--- src/rtl/dram_controller_banked.sv ---
`default_nettype none
// ============================================================================
// Module      : dram_controller_banked
// Description : FPM DRAM controller for a 68000 bus. It handles multi-bank
//               SIMMs, a programmable address window, configurable CAS wait
//               states, and CAS-before-RAS refresh with a pending flag.
// Revision    : 1.0 - initial release
// ============================================================================
module dram_controller_banked #(
    parameter int          ROW_BITS    = 11,
    parameter int          BANK_BITS   = 1,
    parameter logic [23:0] BASE_ADDR   = 24'h100000,
    parameter int          REFRESH_CNT = 100,
    parameter int          CAS_WAIT    = 1,
    parameter int          RAS_HOLD    = 2,
    parameter int          PRECHARGE   = 2
) (
    input  logic                      CLK,
    input  logic                      RST,
    input  logic                      AS,
    input  logic                      UDS,
    input  logic                      LDS,
    input  logic                      RW,
    input  logic [23:0]               ADDR_IN,
    output logic [ROW_BITS-1:0]       ADDR_OUT,
    output logic [(2**BANK_BITS)-1:0] RAS,
    output logic                      CAS_LOWER,
    output logic                      CAS_UPPER,
    output logic                      WE,
    output logic                      OE,
    output logic                      DTACK_DRAM,
    output logic                      REFRESH_BUSY
);

    localparam int          c_num_banks = 2**BANK_BITS;
    // Address bits spanned by the whole window: bank + row + column + byte.
    localparam int          c_win_bits  = 2*ROW_BITS + 1 + BANK_BITS;
    localparam logic [11:0] c_ref_last  = 12'(REFRESH_CNT - 1);
    localparam logic [2:0]  c_cas_wait  = 3'(CAS_WAIT);
    localparam logic [2:0]  c_ras_hold  = 3'(RAS_HOLD);
    localparam logic [2:0]  c_precharge = 3'(PRECHARGE);

    typedef enum logic [3:0] {
        S_IDLE     = 4'd0,
        S_RAS_ON   = 4'd1,
        S_COL      = 4'd2,
        S_CAS_ON   = 4'd3,
        S_WAIT     = 4'd4,
        S_ACK      = 4'd5,
        S_REF_CAS  = 4'd6,
        S_REF_RAS  = 4'd7,
        S_REF_HOLD = 4'd8,
        S_PRE      = 4'd9
    } state_t;

    state_t                 r_state;
    logic [11:0]            r_ref_cnt;
    logic                   r_pending;
    logic [2:0]             r_cnt;
    logic                   r_abort;
    logic [BANK_BITS-1:0]   r_bank;
    logic [ROW_BITS-1:0]    r_col;
    logic [ROW_BITS-1:0]    r_addr;
    logic [c_num_banks-1:0] r_ras;
    logic                   r_cas_l;
    logic                   r_cas_u;
    logic                   r_we;
    logic                   r_oe;
    logic                   r_dtack;
    logic                   r_busy;

    logic [31:0]            w_addr_ext;
    logic [31:0]            w_base_ext;
    logic [31:0]            w_off;
    logic                   w_in_window;
    logic                   w_sel;
    logic                   w_expire;
    logic                   w_ref_req;
    logic                   w_take_ref;
    logic [ROW_BITS-1:0]    w_row;
    logic [ROW_BITS-1:0]    w_col;
    logic [BANK_BITS-1:0]   w_bank;
    logic                   w_unused_ok;

    // Window decode is done in 32 bits so a window running past the top
    // of the 24-bit CPU space does not wrap around.
    assign w_addr_ext  = {8'h00, ADDR_IN};
    assign w_base_ext  = {8'h00, BASE_ADDR};
    assign w_off       = w_addr_ext - w_base_ext;
    assign w_in_window = (w_addr_ext >= w_base_ext) && ((w_off >> c_win_bits) == 32'd0);
    assign w_sel       = ~AS & w_in_window;
    assign w_col       = w_off[ROW_BITS:1];
    assign w_row       = w_off[2*ROW_BITS:ROW_BITS+1];
    assign w_bank      = w_off[2*ROW_BITS+BANK_BITS:2*ROW_BITS+1];
    assign w_unused_ok = w_off[0];

    // An expiry on the same clock as an IDLE select already counts as a request.
    assign w_expire   = (r_ref_cnt == c_ref_last);
    assign w_ref_req  = r_pending | w_expire;
    assign w_take_ref = (r_state == S_IDLE) && w_ref_req;

    // Free-running refresh timer with a single-entry pending flag.
    always_ff @(posedge CLK or negedge RST) begin
        if (!RST) begin
            r_ref_cnt <= 12'd0;
            r_pending <= 1'b0;
        end else begin
            if (w_expire) r_ref_cnt <= 12'd0;
            else          r_ref_cnt <= r_ref_cnt + 12'd1;
            if (w_take_ref)    r_pending <= 1'b0;
            else if (w_expire) r_pending <= 1'b1;
        end
    end

    // Access / refresh sequencer. All DRAM strobes are registered here.
    always_ff @(posedge CLK or negedge RST) begin
        if (!RST) begin
            r_state <= S_IDLE;
            r_cnt   <= 3'd0;
            r_abort <= 1'b0;
            r_bank  <= '0;
            r_col   <= '0;
            r_addr  <= '0;
            r_ras   <= '1;
            r_cas_l <= 1'b1;
            r_cas_u <= 1'b1;
            r_we    <= 1'b1;
            r_oe    <= 1'b1;
            r_dtack <= 1'b1;
            r_busy  <= 1'b0;
        end else begin
            case (r_state)
                S_IDLE: begin
                    r_abort <= 1'b0;
                    if (w_ref_req) begin
                        r_state <= S_REF_CAS;
                    end else if (w_sel) begin
                        r_addr  <= w_row;
                        r_col   <= w_col;
                        r_bank  <= w_bank;
                        r_we    <= RW;
                        r_state <= S_RAS_ON;
                    end
                end
                S_RAS_ON: begin
                    if (AS) r_abort <= 1'b1;
                    r_ras[r_bank] <= 1'b0;
                    r_state       <= S_COL;
                end
                S_COL: begin
                    if (AS) r_abort <= 1'b1;
                    r_addr  <= r_col;
                    r_state <= S_CAS_ON;
                end
                S_CAS_ON: begin
                    if (AS) r_abort <= 1'b1;
                    r_cas_u <= UDS;
                    r_cas_l <= LDS;
                    r_oe    <= ~RW;
                    r_cnt   <= c_cas_wait;
                    r_state <= S_WAIT;
                end
                S_WAIT: begin
                    // A wait of 0 or 1 both acknowledge on the clock after CAS.
                    if (r_cnt <= 3'd1) begin
                        if (r_abort || AS) begin
                            // Bus cycle already gone: close without DTACK.
                            r_ras   <= '1;
                            r_cas_l <= 1'b1;
                            r_cas_u <= 1'b1;
                            r_we    <= 1'b1;
                            r_oe    <= 1'b1;
                            r_addr  <= '0;
                            r_cnt   <= c_precharge;
                            r_state <= S_PRE;
                        end else begin
                            r_dtack <= 1'b0;
                            r_state <= S_ACK;
                        end
                    end else begin
                        r_cnt <= r_cnt - 3'd1;
                    end
                end
                S_ACK: begin
                    if (AS) begin
                        r_ras   <= '1;
                        r_cas_l <= 1'b1;
                        r_cas_u <= 1'b1;
                        r_we    <= 1'b1;
                        r_oe    <= 1'b1;
                        r_dtack <= 1'b1;
                        r_addr  <= '0;
                        r_cnt   <= c_precharge;
                        r_state <= S_PRE;
                    end
                end
                S_REF_CAS: begin
                    r_cas_l <= 1'b0;
                    r_cas_u <= 1'b0;
                    r_we    <= 1'b1;
                    r_busy  <= 1'b1;
                    r_state <= S_REF_RAS;
                end
                S_REF_RAS: begin
                    r_ras   <= '0;
                    r_cnt   <= c_ras_hold;
                    r_state <= S_REF_HOLD;
                end
                S_REF_HOLD: begin
                    if (r_cnt <= 3'd1) begin
                        r_ras   <= '1;
                        r_cas_l <= 1'b1;
                        r_cas_u <= 1'b1;
                        r_busy  <= 1'b0;
                        r_cnt   <= c_precharge;
                        r_state <= S_PRE;
                    end else begin
                        r_cnt <= r_cnt - 3'd1;
                    end
                end
                S_PRE: begin
                    if (r_cnt <= 3'd1) r_state <= S_IDLE;
                    else               r_cnt   <= r_cnt - 3'd1;
                end
                default: r_state <= S_IDLE;
            endcase
        end
    end

    assign ADDR_OUT     = r_addr;
    assign RAS          = r_ras;
    assign CAS_LOWER    = r_cas_l;
    assign CAS_UPPER    = r_cas_u;
    assign WE           = r_we;
    assign OE           = r_oe;
    assign DTACK_DRAM   = r_dtack;
    assign REFRESH_BUSY = r_busy;

endmodule
`default_nettype wire

--- config.mk ---
export PLATFORM = sky130hd
export DESIGN_NAME = dram_controller_banked
export DESIGN_NICKNAME = d
export VERILOG_FILES = /design/src/rtl/dram_controller_banked.sv
export SDC_FILE = /design/constraint.sdc
export NUM_CORES = 1
export LEC_CHECK = 0
export ABC_AREA = 1
export ABC_CLOCK_PERIOD_IN_PS = 2280
export CELL_PAD_IN_SITES_DETAIL_PLACEMENT = 2
export CELL_PAD_IN_SITES_GLOBAL_PLACEMENT = 2
export CORE_UTILIZATION = 30
export CTS_CLUSTER_DIAMETER = 80
export DETAILED_ROUTE_END_ITERATION = 12
export PLACE_DENSITY_LB_ADDON = 0.1
export SLEW_MARGIN = 20
export SYNTH_ARGS = -nofsm -noshare
export SYNTH_HDL_FRONTEND = slang
export SYNTH_SLANG_ARGS = --single-unit
--- constraint.sdc ---
create_clock -name CLK -period 2.28 [get_ports CLK]
set_clock_uncertainty 0.05 [all_clocks]
set_input_delay 0.456 -clock CLK [delete_from_list [all_inputs] [get_ports CLK]]
set_output_delay 0.456 -clock CLK [all_outputs]
set_load 0.05 [all_outputs]
==> flow_summary_export.csv <==
group,metric,value,unit
timing,final.period_utilization,94.7,%
logic_synthesis,syn_avg_cell_area,7.60,sq um
critical_path,cpMaxStageDelayCell,"sky130_fd_sc_hd__clkdlybuf4s50_1",
final_layout,drive_above_1_share,11.6,%
detailed_routing,detail_route.first_pass.iterations,4,
clocking,cts_repair_resize_count,0,
clocking,clk_pin_slew_worst_paths,0.10,ns
logic_synthesis,synthArstFlopShare,100,%
logic_synthesis,post_synth_inst_count,387,
clocking,post_cts_hold_buffer_count,0,
final_layout,multi_input_comb_area,1330,sq um
logic_synthesis,synth.cell_area,2940,sq um
pwr,power_leakage,1.82,nW
critical_path,critical_path.cell_chain,"clkdlybuf4s50_1",
status,status,"finished clean",
final_layout,utilization,39.3,%
final_layout,ff_latch_area,1310,sq um
global_routing,grt-ovfl-total,0,
critical_path,timing.reg2reg.worst_path_depth,11,
timing,layout_min_cycle_time,2.16,ns
final_layout,final.fill_count,1140,
logic_synthesis,synth.top_cells.by_area,"sky130_fd_sc_hd__dfrtp_1, sky130_fd_sc_hd__nand2_1, sky130_fd_sc_hd__inv_1",
detailed_routing,residual_drc_count,0,
global_routing,grtUsageTotal,17.9,%
critical_path,regToRegStartpoint,"r_cnt[1]",
placement,portBuffers,48,
detailed_routing,detail-route-antenna-nets,0,
clocking,worst_skew_late_latency,0.31,ns
logic_synthesis,synth_ff_type,"sky130_fd_sc_hd__dfrtp_1",
pwr,vdd_drop_max,0.504,mV
logic_synthesis,synth_seq_cells,52,
critical_path,critPathTopFamily,"buffers and inverters",
global_routing,grt_antenna_before_repair,0,
clocking,cts.path.max_buffers,2,
critical_path,worst_setup_path_endpoint,"WE",
floorplanning,fp.dieH,101,microns
logic_synthesis,synth.yosys.warnings,0,
placement,routabilityCongestion,0.775,
critical_path,worstPathMaxFanout,2,
critical_path,cp_startpoint,"WE",
floorplanning,io_pins,49,
placement,dpl.hpwl,6.61,mm
clocking,cts_tree,"done",
clocking,clock_tree.root_cell,"sky130_fd_sc_hd__clkbuf_8",
final_layout,nNetsFinal,475,
timing,timing_worst_slew_pin_value,0.506,ns
critical_path,r2r_end,"ADDR_OUT[5]",
final_layout,n_antenna_cell,0,
clocking,cts_setup_buffers,0,
logic_synthesis,synthTopCellsByCount,"sky130_fd_sc_hd__nand2_1, sky130_fd_sc_hd__inv_1, sky130_fd_sc_hd__dfrtp_1",
final_layout,post_layout_nonfiller_instances,570,
placement,placedCellCount,562,
timing,grt_setup_unrepaired,"no",
logic_synthesis,yosysSeqAreaShare,44.5,%
critical_path,critical_path_rt,1.77,ns
timing,maxClockFrequency,0.463,GHz
clocking,cts_num_sinks,52,
critical_path,crit_buf_inv,1,
final_layout,area_delta_synth_final,25.2,%
critical_path,cp_data_arrival_time,1.65,ns
floorplanning,die_w,101,microns
detailed_routing,first_iteration_detailed_routing_drc_count,61,
global_routing,grt_pass1_wl,14.1,mm
clocking,cts_made_buffers,5,
floorplanning,floorplan.core_area,9370,sq um
logic_synthesis,synthesis.nets,422,
detailed_routing,route.detailed.wl_per_inst,14.6,microns
floorplanning,rows,35,
logic_synthesis,synth.largest_area_cell,"sky130_fd_sc_hd__dfrtp_1",
critical_path,worst_setup_path_start_kind,"flip-flop",
critical_path,worst-setup-path-type,"reg2out",
timing,fin_tns_setup,0,ns
detailed_routing,vias_cell,4.70,
pwr,power.density_cell_area,1290,nW/um^2
timing,finalMaxSlewViolations,0,
logic_synthesis,synth_enable_flop_cells,0,
floorplanning,floorplan.initialDensity,31.4,%
global_routing,first_global_vias,2898,
logic_synthesis,synth.lib_cells_used.distinct,35,
clocking,h_tree_level_count,2,
critical_path,rrSetupSlack,0.31,ns
timing,finalSetupViolCount,0,
critical_path,total_number_of_cells_along_the_worst_setup_path,1,
worst_hold_path,min-delay-path-class,"in2async",
global_routing,grt_start_max_net_pins,53,
logic_synthesis,synth.most_common_cell,"sky130_fd_sc_hd__nand2_1",
detailed_routing,via_count,2679,
critical_path,cpPeakStageDelay,0.80,ns
timing,timing.max_slew.rel_slack,66.1,%
critical_path,worstSetupEndpointType,"primary output",
timing,finalHoldViolCount,0,
run,drv.max_cap_violation_count,0,
logic_synthesis,synth_top_area_share,38.3,%
detailed_routing,postRouteWirelength,8.32,mm
floorplanning,design.die.area,10200,sq um
[per-stage QoR]
step	hold WS [ns]	worst slack, ns	power, mW	cell area [sq um]
finish	0.0598	0.120	4.77	3680
global route	0.0717	0.0720	5.16	3680
floorplan	0.110	0.601	3.39	2940
global placement	0.389	0.0498	4.09	3580
detailed placement	0.413	0.0130	4.18	3580
CTS	0.0797	0.0921	4.86	3680
[area by class of cell]
class | count | share of cell area, %
clock buffers | 6 | 1.97
clock inverters | 2 | 0.951
inverters | 62 | 6.38
multi-input cells | 266 | 36.2
flip-flops and latches | 52 | 35.6
well taps | 129 | 4.38
repair buffers | 53 | 14.6
[placed cells by master, fill, tap and decap left out, drive strengths merged, types with 2 or more instances in the layout]
cell | netlist | final
and3 | 2 | 2
buf | 6 | 6
nand2 | 105 | 105
o22ai | 4 | 4
dfrtp | 45 | 45
nand3 | 36 | 36
ha | 5 | 5
clkbuf | 1 | 6
nor3 | 6 | 6
inv | 62 | 62
dfstp | 7 | 7
o21ai | 40 | 40
xor2 | 4 | 4
a21oi | 8 | 8
clkdlybuf4s50 | 0 | 47
nor2 | 49 | 49
[cells by family after synthesis]
logic type | count (synthesis) | share of synthesized area (%)
simple gates | 200 | 31.3
fa+ha+maj | 5 | 2.13
compound gates | 56 | 10.4
xor+xnor | 5 | 1.49
flops | 52 | 44.5
buf+inv | 69 | 10.2
[layer usage]
metal	share of wire (%)	global-route usage (%)	vias to the layer above
met2	49	31.1	29
li1	-	-	1319
met3	1.9	2.70	4
met4	0.68	3.68	0
met1	49	23.6	1327
met5	0	0	-
[how the worst min path moves through the flow]
stage	from	to	slack, ns	depth (start not counted)
floorplan	RST	ADDR_OUT[0]	0.11	0
global placement	r_ref_cnt[0]	r_ref_cnt[0]	0.39	1
detailed placement	ADDR_OUT[8]	ADDR_OUT[8]	0.41	2
CTS	RST	r_ref_cnt[3]	0.08	2
global route	RST	r_ref_cnt[3]	0.07	2
finish	RST	r_ref_cnt[3]	0.06	2
[power breakdown]
part,internal [mW],switching (mW)
clock,0.327,0.315
sequential,1.29,0.173
combinational,0.873,1.79
[state kept, by name, summed over array words and instances, names as in the netlist, 2 cells and up]
signal / count
r_state: 4
ADDR_OUT: 11
r_cnt: 3
r_ref_cnt: 12
r_col: 11
RAS: 2
(Power assumes the default switching activity.)
